File: src/rtl/background_subtraction_mask.sv
// Background subtraction mask: |image - background| thresholded into a
// 1-bit foreground mask through a fixed 3-stage pipeline (no backpressure).
// Ports: clk, rst_n (async, active low); ce/in_sof/in_image/in_background/
//   threshold in; out_ce/out_sof/out_diff/out_mask out, 3 cycles after ce;
//   fg_count/fg_count_vld: per-frame foreground count.
// Macro BGSUB_FG_COUNT_EN enables the per-frame foreground counter;
//   when undefined, fg_count and fg_count_vld are tied to 0.
module background_subtraction_mask #(
    parameter int PIX_W = 8,
    parameter int CNT_W = 20
) (
    input  logic             clk,
    input  logic             rst_n,
    input  logic             ce,
    input  logic             in_sof,
    input  logic [PIX_W-1:0] in_image,
    input  logic [PIX_W-1:0] in_background,
    input  logic [PIX_W-1:0] threshold,
    output logic             out_ce,
    output logic             out_sof,
    output logic [PIX_W-1:0] out_diff,
    output logic             out_mask,
    output logic [CNT_W-1:0] fg_count,
    output logic             fg_count_vld
);

    logic [PIX_W-1:0] thr_act_q, thr_act_d;

    logic             s1_vld_q,  s1_sof_q;
    logic [PIX_W:0]   s1_diff_q, s1_diff_d;
    logic [PIX_W-1:0] s1_thr_q;

    logic             s2_vld_q,  s2_sof_q;
    logic [PIX_W-1:0] s2_abs_q,  s2_abs_d;
    logic [PIX_W-1:0] s2_thr_q;

    logic             out_ce_q,   out_sof_q;
    logic [PIX_W-1:0] out_diff_q, out_diff_d;
    logic             out_mask_q, out_mask_d;

    logic             sof_in;
    logic [PIX_W:0]   neg_diff;

    always_comb begin
        sof_in    = ce & in_sof;
        // Each pixel carries the threshold of its own frame down the pipe;
        // the sof pixel already uses the newly sampled value.
        thr_act_d = sof_in ? threshold : thr_act_q;
        s1_diff_d = {1'b0, in_image} - {1'b0, in_background};
        neg_diff  = ~s1_diff_q + 1'b1;
        s2_abs_d  = s1_diff_q[PIX_W] ? neg_diff[PIX_W-1:0]
                                     : s1_diff_q[PIX_W-1:0];
        // Data outputs hold their last valid value across ce gaps.
        out_diff_d = out_diff_q;
        out_mask_d = out_mask_q;
        if (s2_vld_q) begin
            out_diff_d = s2_abs_q;
            out_mask_d = s2_abs_q > s2_thr_q;
        end
    end

    always_ff @(posedge clk or negedge rst_n) begin
        if (!rst_n) begin
            thr_act_q  <= '1;
            s1_vld_q   <= 1'b0;
            s1_sof_q   <= 1'b0;
            s1_diff_q  <= '0;
            s1_thr_q   <= '0;
            s2_vld_q   <= 1'b0;
            s2_sof_q   <= 1'b0;
            s2_abs_q   <= '0;
            s2_thr_q   <= '0;
            out_ce_q   <= 1'b0;
            out_sof_q  <= 1'b0;
            out_diff_q <= '0;
            out_mask_q <= 1'b0;
        end else begin
            thr_act_q  <= thr_act_d;
            s1_vld_q   <= ce;
            s1_sof_q   <= sof_in;
            s1_diff_q  <= s1_diff_d;
            s1_thr_q   <= thr_act_d;
            s2_vld_q   <= s1_vld_q;
            s2_sof_q   <= s1_sof_q;
            s2_abs_q   <= s2_abs_d;
            s2_thr_q   <= s1_thr_q;
            out_ce_q   <= s2_vld_q;
            out_sof_q  <= s2_sof_q;
            out_diff_q <= out_diff_d;
            out_mask_q <= out_mask_d;
        end
    end

    assign out_ce   = out_ce_q;
    assign out_sof  = out_sof_q;
    assign out_diff = out_diff_q;
    assign out_mask = out_mask_q;

`ifdef BGSUB_FG_COUNT_EN
    logic [CNT_W-1:0] run_q, run_d;
    logic [CNT_W-1:0] fg_count_q, fg_count_d;
    logic             fg_vld_q, fg_vld_d;

    always_comb begin
        run_d      = run_q;
        fg_count_d = fg_count_q;
        fg_vld_d   = 1'b0;
        if (out_ce_q & out_sof_q) begin
            // Publish the finished frame; the sof pixel opens the new one.
            fg_count_d = run_q;
            fg_vld_d   = 1'b1;
            run_d      = CNT_W'(out_mask_q);
        end else if (out_ce_q & out_mask_q & (run_q != '1)) begin
            run_d = run_q + 1'b1;
        end
    end

    always_ff @(posedge clk or negedge rst_n) begin
        if (!rst_n) begin
            run_q      <= '0;
            fg_count_q <= '0;
            fg_vld_q   <= 1'b0;
        end else begin
            run_q      <= run_d;
            fg_count_q <= fg_count_d;
            fg_vld_q   <= fg_vld_d;
        end
    end

    assign fg_count     = fg_count_q;
    assign fg_count_vld = fg_vld_q;
`else
    assign fg_count     = '0;
    assign fg_count_vld = 1'b0;
`endif

endmodule

File: config.mk
export PLATFORM = sky130hd
export DESIGN_NAME = background_subtraction_mask
export DESIGN_NICKNAME = d
export VERILOG_FILES = /design/src/rtl/background_subtraction_mask.sv
export SDC_FILE = /design/constraint.sdc
export NUM_CORES = 1
export LEC_CHECK = 0
export BUFFER_PORTS_ARGS = -buffer_cell sky130_fd_sc_hd__buf_2
export CORE_MARGIN = 5
export CORE_UTILIZATION = 48
export CTS_CLUSTER_SIZE = 14
export DETAILED_ROUTE_END_ITERATION = 10
export GPL_ROUTABILITY_DRIVEN = 0
export PLACE_DENSITY = 0.8
export SLEW_MARGIN = 20
export SYNTH_ARGS = -nofsm -noshare
export SYNTH_HDL_FRONTEND = slang
export SYNTH_SLANG_ARGS = --single-unit
File: constraint.sdc
create_clock -name clk -period 4.2 [get_ports clk]
set_input_delay 0 -clock clk [delete_from_list [all_inputs] [get_ports clk]]
set_output_delay 0 -clock clk [all_outputs]
set_load 0.1 [all_outputs]
# Yosys cells after proc, flatten, opt, wreduce, memory -nomap -nowiden
# Cells that the tools add are included.
# W data, S select, Z words.
# classes
add_sub_neg	2
n_lt_le_gt_ge	1
mux	2
bitwise	2
# ops
cell	n
$mux W8	2
$sub A8 B8 Y9	1
$add A8 B1 Y8 const B	1
$gt A8 B8 Y1	1
$not A8 Y8	1
$and A1 B1 Y1	1
# totals
regBits	56
input_bits	28
out_inout_bits	32
word_cells	20

# Depth between registers and ports, before layout
# logic_depth
depth_word	3
ltp_mapped	8
mapped_depth_nobuf	8

# Worst setup path after synthesis
# Ideal clock, no wire load.
# synth_path
path_type	input to register
start	in in_image[0]
end	reg s1_diff_q[8]
setup_ps	124
arrival_time_ps	1326
required_time_ps	4076
path_slack_ps	2750
cell_stages	8
cell_sequence	inv_1 ha_1 fa_1 nor2b_4 o21ai_2 a21oi_2 o21ai_2 a211o_1
# synth_between
elab_chain_cells	1
# synth_rtl
item	line_no	source
start, declared	16	input logic [PIX_W-1:0] in_image,
$sub A8 B8 Y9	49	s1_diff_d = {1'b0, in_image} - {1'b0, in_background};
named net s1_diff_d[8]	30	logic [PIX_W:0] s1_diff_q, s1_diff_d;
end signal, assigned	81	s1_diff_q <= s1_diff_d;
end, declared	30	
# The timed path passes the listed nets, and every way through them passes these cells.
# A chain may end at the register's enable or synchronous reset.

# Worst setup path after layout
# layout_path
start	in in_background[0]
end	reg s1_diff_q[8]
# layout_between
elab_chain_cells	1
# layout_rtl
item	line_no	source
start, declared	17	input logic [PIX_W-1:0] in_background,
$sub A8 B8 Y9	49	
named net s1_diff_d[8]	30	
# The timed path passes the listed nets, and every way through them passes these cells.

==> flow_summary.html <==
<table>
<tr><th>Metric</th><th>Value</th></tr>
<tr><th colspan="2">Logic synthesis</th></tr>
<tr><td>Primary flip-flop cell chosen by synthesis mapping</td><td>dfrtp_1</td></tr>
<tr><td>Netlist Area Pre-Place</td><td>2480 µm²</td></tr>
<tr><td>Distinct cell type count of the synthesized netlist</td><td>37</td></tr>
<tr><td>Mean instance size in the synthesized netlist</td><td>12.5 µm²</td></tr>
<tr><td>Register area share after synthesis</td><td>56.9%</td></tr>
<tr><td>Number of enable-type register cells in the synthesized netlist</td><td>0</td></tr>
<tr><td>Post-synthesis instance total</td><td>199</td></tr>
<tr><td>Share of flip-flops with an asynchronous set or reset</td><td>100%</td></tr>
<tr><td>Yosys warns</td><td>0</td></tr>
<tr><td>FF+latch count, synth</td><td>56</td></tr>
<tr><th colspan="2">Die</th></tr>
<tr><td>Full die area</td><td>6710 µm²</td></tr>
<tr><td>Placeable Area</td><td>5070 µm²</td></tr>
<tr><td>Die Span X</td><td>81.9 µm</td></tr>
<tr><td>Effective utilization at floorplan</td><td>48.9%</td></tr>
<tr><td>IO Pins</td><td>60</td></tr>
<tr><td>Die span in y</td><td>81.9 µm</td></tr>
<tr><td>Cell row count</td><td>26</td></tr>
<tr><th colspan="2">Critical path</th></tr>
<tr><td>Req. time, crit path</td><td>4400 ps</td></tr>
<tr><td>Highest-delay cell along the critical path</td><td>dlygate4sd3_1</td></tr>
<tr><td>Data arrival time at the worst-slack endpoint</td><td>2020 ps</td></tr>
<tr><td>Critical path cell sequence</td><td>dlygate4sd3_1, buf_2, ha_1, fa_1, nor2b_4, o21ai_2, a21oi_2, o21ai_2, a211o_1</td></tr>
<tr><td>Max Fanout on Critical Path</td><td>3</td></tr>
<tr><td>Worst Setup Path Type</td><td>primary input to flip-flop</td></tr>
<tr><td>Type of destination of the critical path</td><td>flip-flop</td></tr>
<tr><td>CP top delay family</td><td>buffers and inverters</td></tr>
<tr><td>Worst path max stage delay</td><td>530 ps</td></tr>
<tr><td>Critical path buffers and inverters</td><td>2</td></tr>
<tr><td>Critical Path Start Type</td><td>primary input</td></tr>
<tr><td>Crit-path most repeated cell</td><td>o21ai_2</td></tr>
<tr><th colspan="2">Timing</th></tr>
<tr><td>Total count of hold-check failures in the final report</td><td>0</td></tr>
<tr><td>Timing-limited maximum frequency</td><td>549 MHz</td></tr>
<tr><td>Share of the clock period used by the worst path</td><td>43.3%</td></tr>
<tr><td>Max transition margin</td><td>57.2%</td></tr>
<tr><td>Final setup fails</td><td>0</td></tr>
<tr><td>Fin Setup TNS</td><td>0 ps</td></tr>
<tr><td>Final Max Tran Viols</td><td>0</td></tr>
<tr><td>Final WS setup</td><td>2380 ps</td></tr>
<tr><td>RSZ-0062 raised after global routing</td><td>false</td></tr>
<tr><td>Worst-margin pin slew</td><td>642 ps</td></tr>
<tr><td>Clock Skews</td><td>2.68 ps</td></tr>
<tr><td>Time the worst path needs with I/O delays and setup</td><td>1820 ps</td></tr>
<tr><th colspan="2">Clock network</th></tr>
<tr><td>Clock latency of the later-clocked register in the worst-skew pair</td><td>300 ps</td></tr>
<tr><td>Number of H-tree branching levels</td><td>2</td></tr>
<tr><td>Clock tree from TritonCTS</td><td>done</td></tr>
<tr><td>Number of CTS-inserted buffers</td><td>5</td></tr>
<tr><td>Clock slew at reported path FFs</td><td>90 ps</td></tr>
<tr><td>Clock tree sinks</td><td>56</td></tr>
<tr><td>Clk buf depth</td><td>2</td></tr>
<tr><td>Cell chosen for the clock root</td><td>clkbuf_8</td></tr>
<tr><th colspan="2">Global routing</th></tr>
<tr><td>Total routing usage reported by global routing</td><td>12.4%</td></tr>
<tr><td>Sum of overflow across all layers after global routing</td><td>0</td></tr>
<tr><td>Vias in the first global route</td><td>1450</td></tr>
<tr><td>Antenna violations before repair</td><td>0</td></tr>
<tr><td>Global-route wire length before repair</td><td>6270 µm</td></tr>
<tr><td>Pin count of the biggest net entering global routing</td><td>57</td></tr>
<tr><th colspan="2">Detailed routing</th></tr>
<tr><td>Wire per inst</td><td>11.4 µm</td></tr>
<tr><td>Vias after detailed routing</td><td>1452</td></tr>
<tr><td>Post-detailed-route count of antenna-violating nets</td><td>0</td></tr>
<tr><td>Drt via density</td><td>4.47</td></tr>
<tr><td>Residual DRC count</td><td>0</td></tr>
<tr><td>First-pass iteration count of the detailed router</td><td>4</td></tr>
<tr><td>Starting DRC count in detailed routing</td><td>46</td></tr>
<tr><td>Total routed wirelength</td><td>3690 µm</td></tr>
<tr><th colspan="2">Power</th></tr>
<tr><td>VDD IR max</td><td>0.000275 V</td></tr>
<tr><td>Cell internal pwr</td><td>941 µW</td></tr>
<tr><td>Power density over cell area</td><td>563 nW/µm²</td></tr>
<tr><td>Leakage power summed over all cells</td><td>1.45 nW</td></tr>
<tr><td>Proportion of power drawn by the clock network</td><td>17.7%</td></tr>
<tr><td>Proportion of power drawn by flip-flops and latches</td><td>44.1%</td></tr>
<tr><td>Switching power share of the total</td><td>42.1%</td></tr>
<tr><td>Sw Pwr</td><td>683 µW</td></tr>
<tr><td>Comb power frac</td><td>38.2%</td></tr>
<tr><td>Power, Total</td><td>1.62 mW</td></tr>
<tr><th colspan="2">Finish</th></tr>
<tr><td>Antenna diode instance count</td><td>0</td></tr>
<tr><td>Leading cell type in the layout, fill and taps excluded</td><td>dfrtp_1</td></tr>
<tr><td>Layout cells sized above 1</td><td>30.6%</td></tr>
<tr><td>Commonest cells after routing, fill and taps aside</td><td>dfrtp_1 (48), buf_2 (38), inv_1 (25)</td></tr>
<tr><td>Net count reported at finish</td><td>300</td></tr>
<tr><td>Area growth from synthesis to final layout</td><td>16.1%</td></tr>
<tr><th colspan="2">Flow run</th></tr>
<tr><td>Number of maximum-capacitance violations</td><td>0</td></tr>
<tr><th colspan="2">Placement</th></tr>
<tr><td>Setup slack at placement</td><td>2590 ps</td></tr>
<tr><td>Half-perimeter wire length of the detailed placement result</td><td>2830 µm</td></tr>
<tr><td>Port bufs</td><td>38</td></tr>
<tr><th colspan="2">Run status</th></tr>
<tr><td>Run status</td><td>finished, final reports clean</td></tr>
<tr><th colspan="2">Min path</th></tr>
<tr><td>Worst hold path type</td><td>primary input to flip-flop</td></tr>
</table>
[routing by layer]
layer  wire length (µm)  global-route usage, %
met1               1460                   14.6
met2               1950                   21.4
met3                197                   2.52
met4                 89                   6.48
met5                  0                      0
[flip-flops by register name, summed over array words and instances (netlist names), 8 cells and up]
name       count
thr_act_q      8
s1_thr_q       8
s1_diff_q      9
s2_thr_q       8
out_diff       8
s2_abs_q       8
[stage by stage]
step                      cells  instance area (µm²)  utilization [%]  hold slack, ps
final                       325                 2880             56.8            13.9
after global routing        325                 2880             56.8            35.0
after CTS                   325                 2880             56.8            7.26
after detailed placement    306                 2680             52.8             125
after global placement      306                 2680             52.8             122
after floorplan             219                 2560                -            -296
[cell usage after synthesis, drive strengths merged (2+ instances only)]
cell / count / area, µm²
dfrtp: 48 / 1200
inv: 25 / 93.8
buf: 22 / 163
ha: 17 / 213
mux2: 16 / 180
a21oi: 8 / 43.8
dfstp: 8 / 210
nand2: 7 / 26.3
xnor2: 7 / 61.3
nor2: 6 / 22.5
o21ai: 5 / 32.5
nor3: 4 / 20.0
nor2b: 3 / 26.3
xor2: 3 / 26.3
and3: 2 / 13.8
nand4: 2 / 12.5
o31ai: 2 / 20.0
[power by group through the flow]
stage | logic (mW) | clock network (mW) | registers, mW
3_5_place_dp | 0.616 | 0 | 0.730
5_1_grt | 0.662 | 0.322 | 0.732
3_3_place_gp | 0.602 | 0 | 0.725
6_report | 0.620 | 0.287 | 0.716
4_1_cts | 0.625 | 0.297 | 0.719
2_1_floorplan | 0.275 | 0 | 0.967
[area by class of cell]
type / instances / area [µm²]
Sequential cell: 56 / 1410
Clock buffer: 6 / 82.6
Inverter: 25 / 93.8
Multi-Input combinational cell: 116 / 888
Timing Repair Buffer: 50 / 308
Clock inverter: 2 / 10.0
Tap cell: 70 / 87.6
Fill cell: 433 / 2190
[path summary, 6_finish.rpt]
| kind | endpoint | depth (start not counted) | start | slack, ps |
|---|---|---|---|---|
| worst max-delay path | s1_diff_q[8] | 9 | in_background[0] | 2380 |
| worst min-delay path | s1_diff_q[1] | 3 | in_background[1] | 10 |
| worst max register to register | out_mask | 6 | s2_abs_q[1] | 2690 |
| worst min register to register | s2_thr_q[7] | 0 | s1_thr_q[7] | 350 |
| max in group asynchronous | out_diff[5] | 3 | rst_n | 3440 |
| min in group asynchronous | out_diff[2] | 3 | rst_n | 330 |
[worst reg2reg max path, stage by stage, from the launching register on]
cell and delay (ps):
dfrtp_1 390, ha_1 300, nor2b_1 130, o211ai_1 160
a21oi_1 90, o221ai_1 210, o21ai_0 110
[logic make-up after synthesis]
family | synth area share [%]
other cells | 0.151
buf+inv | 10.3
flops | 56.9
simple gates | 5.95
fa+ha+maj | 9.38
xor+xnor | 3.53
mux | 7.26
compound gates | 6.51
[timing repair]
item	4_1_cts	5_1_grt
hold buffers	11	0
endpoints found under the setup margin	0	0
endpoints found under the hold margin	66	0
setup buffers	0	0
gates resized for setup	0	0
(Power assumes the default switching activity.)
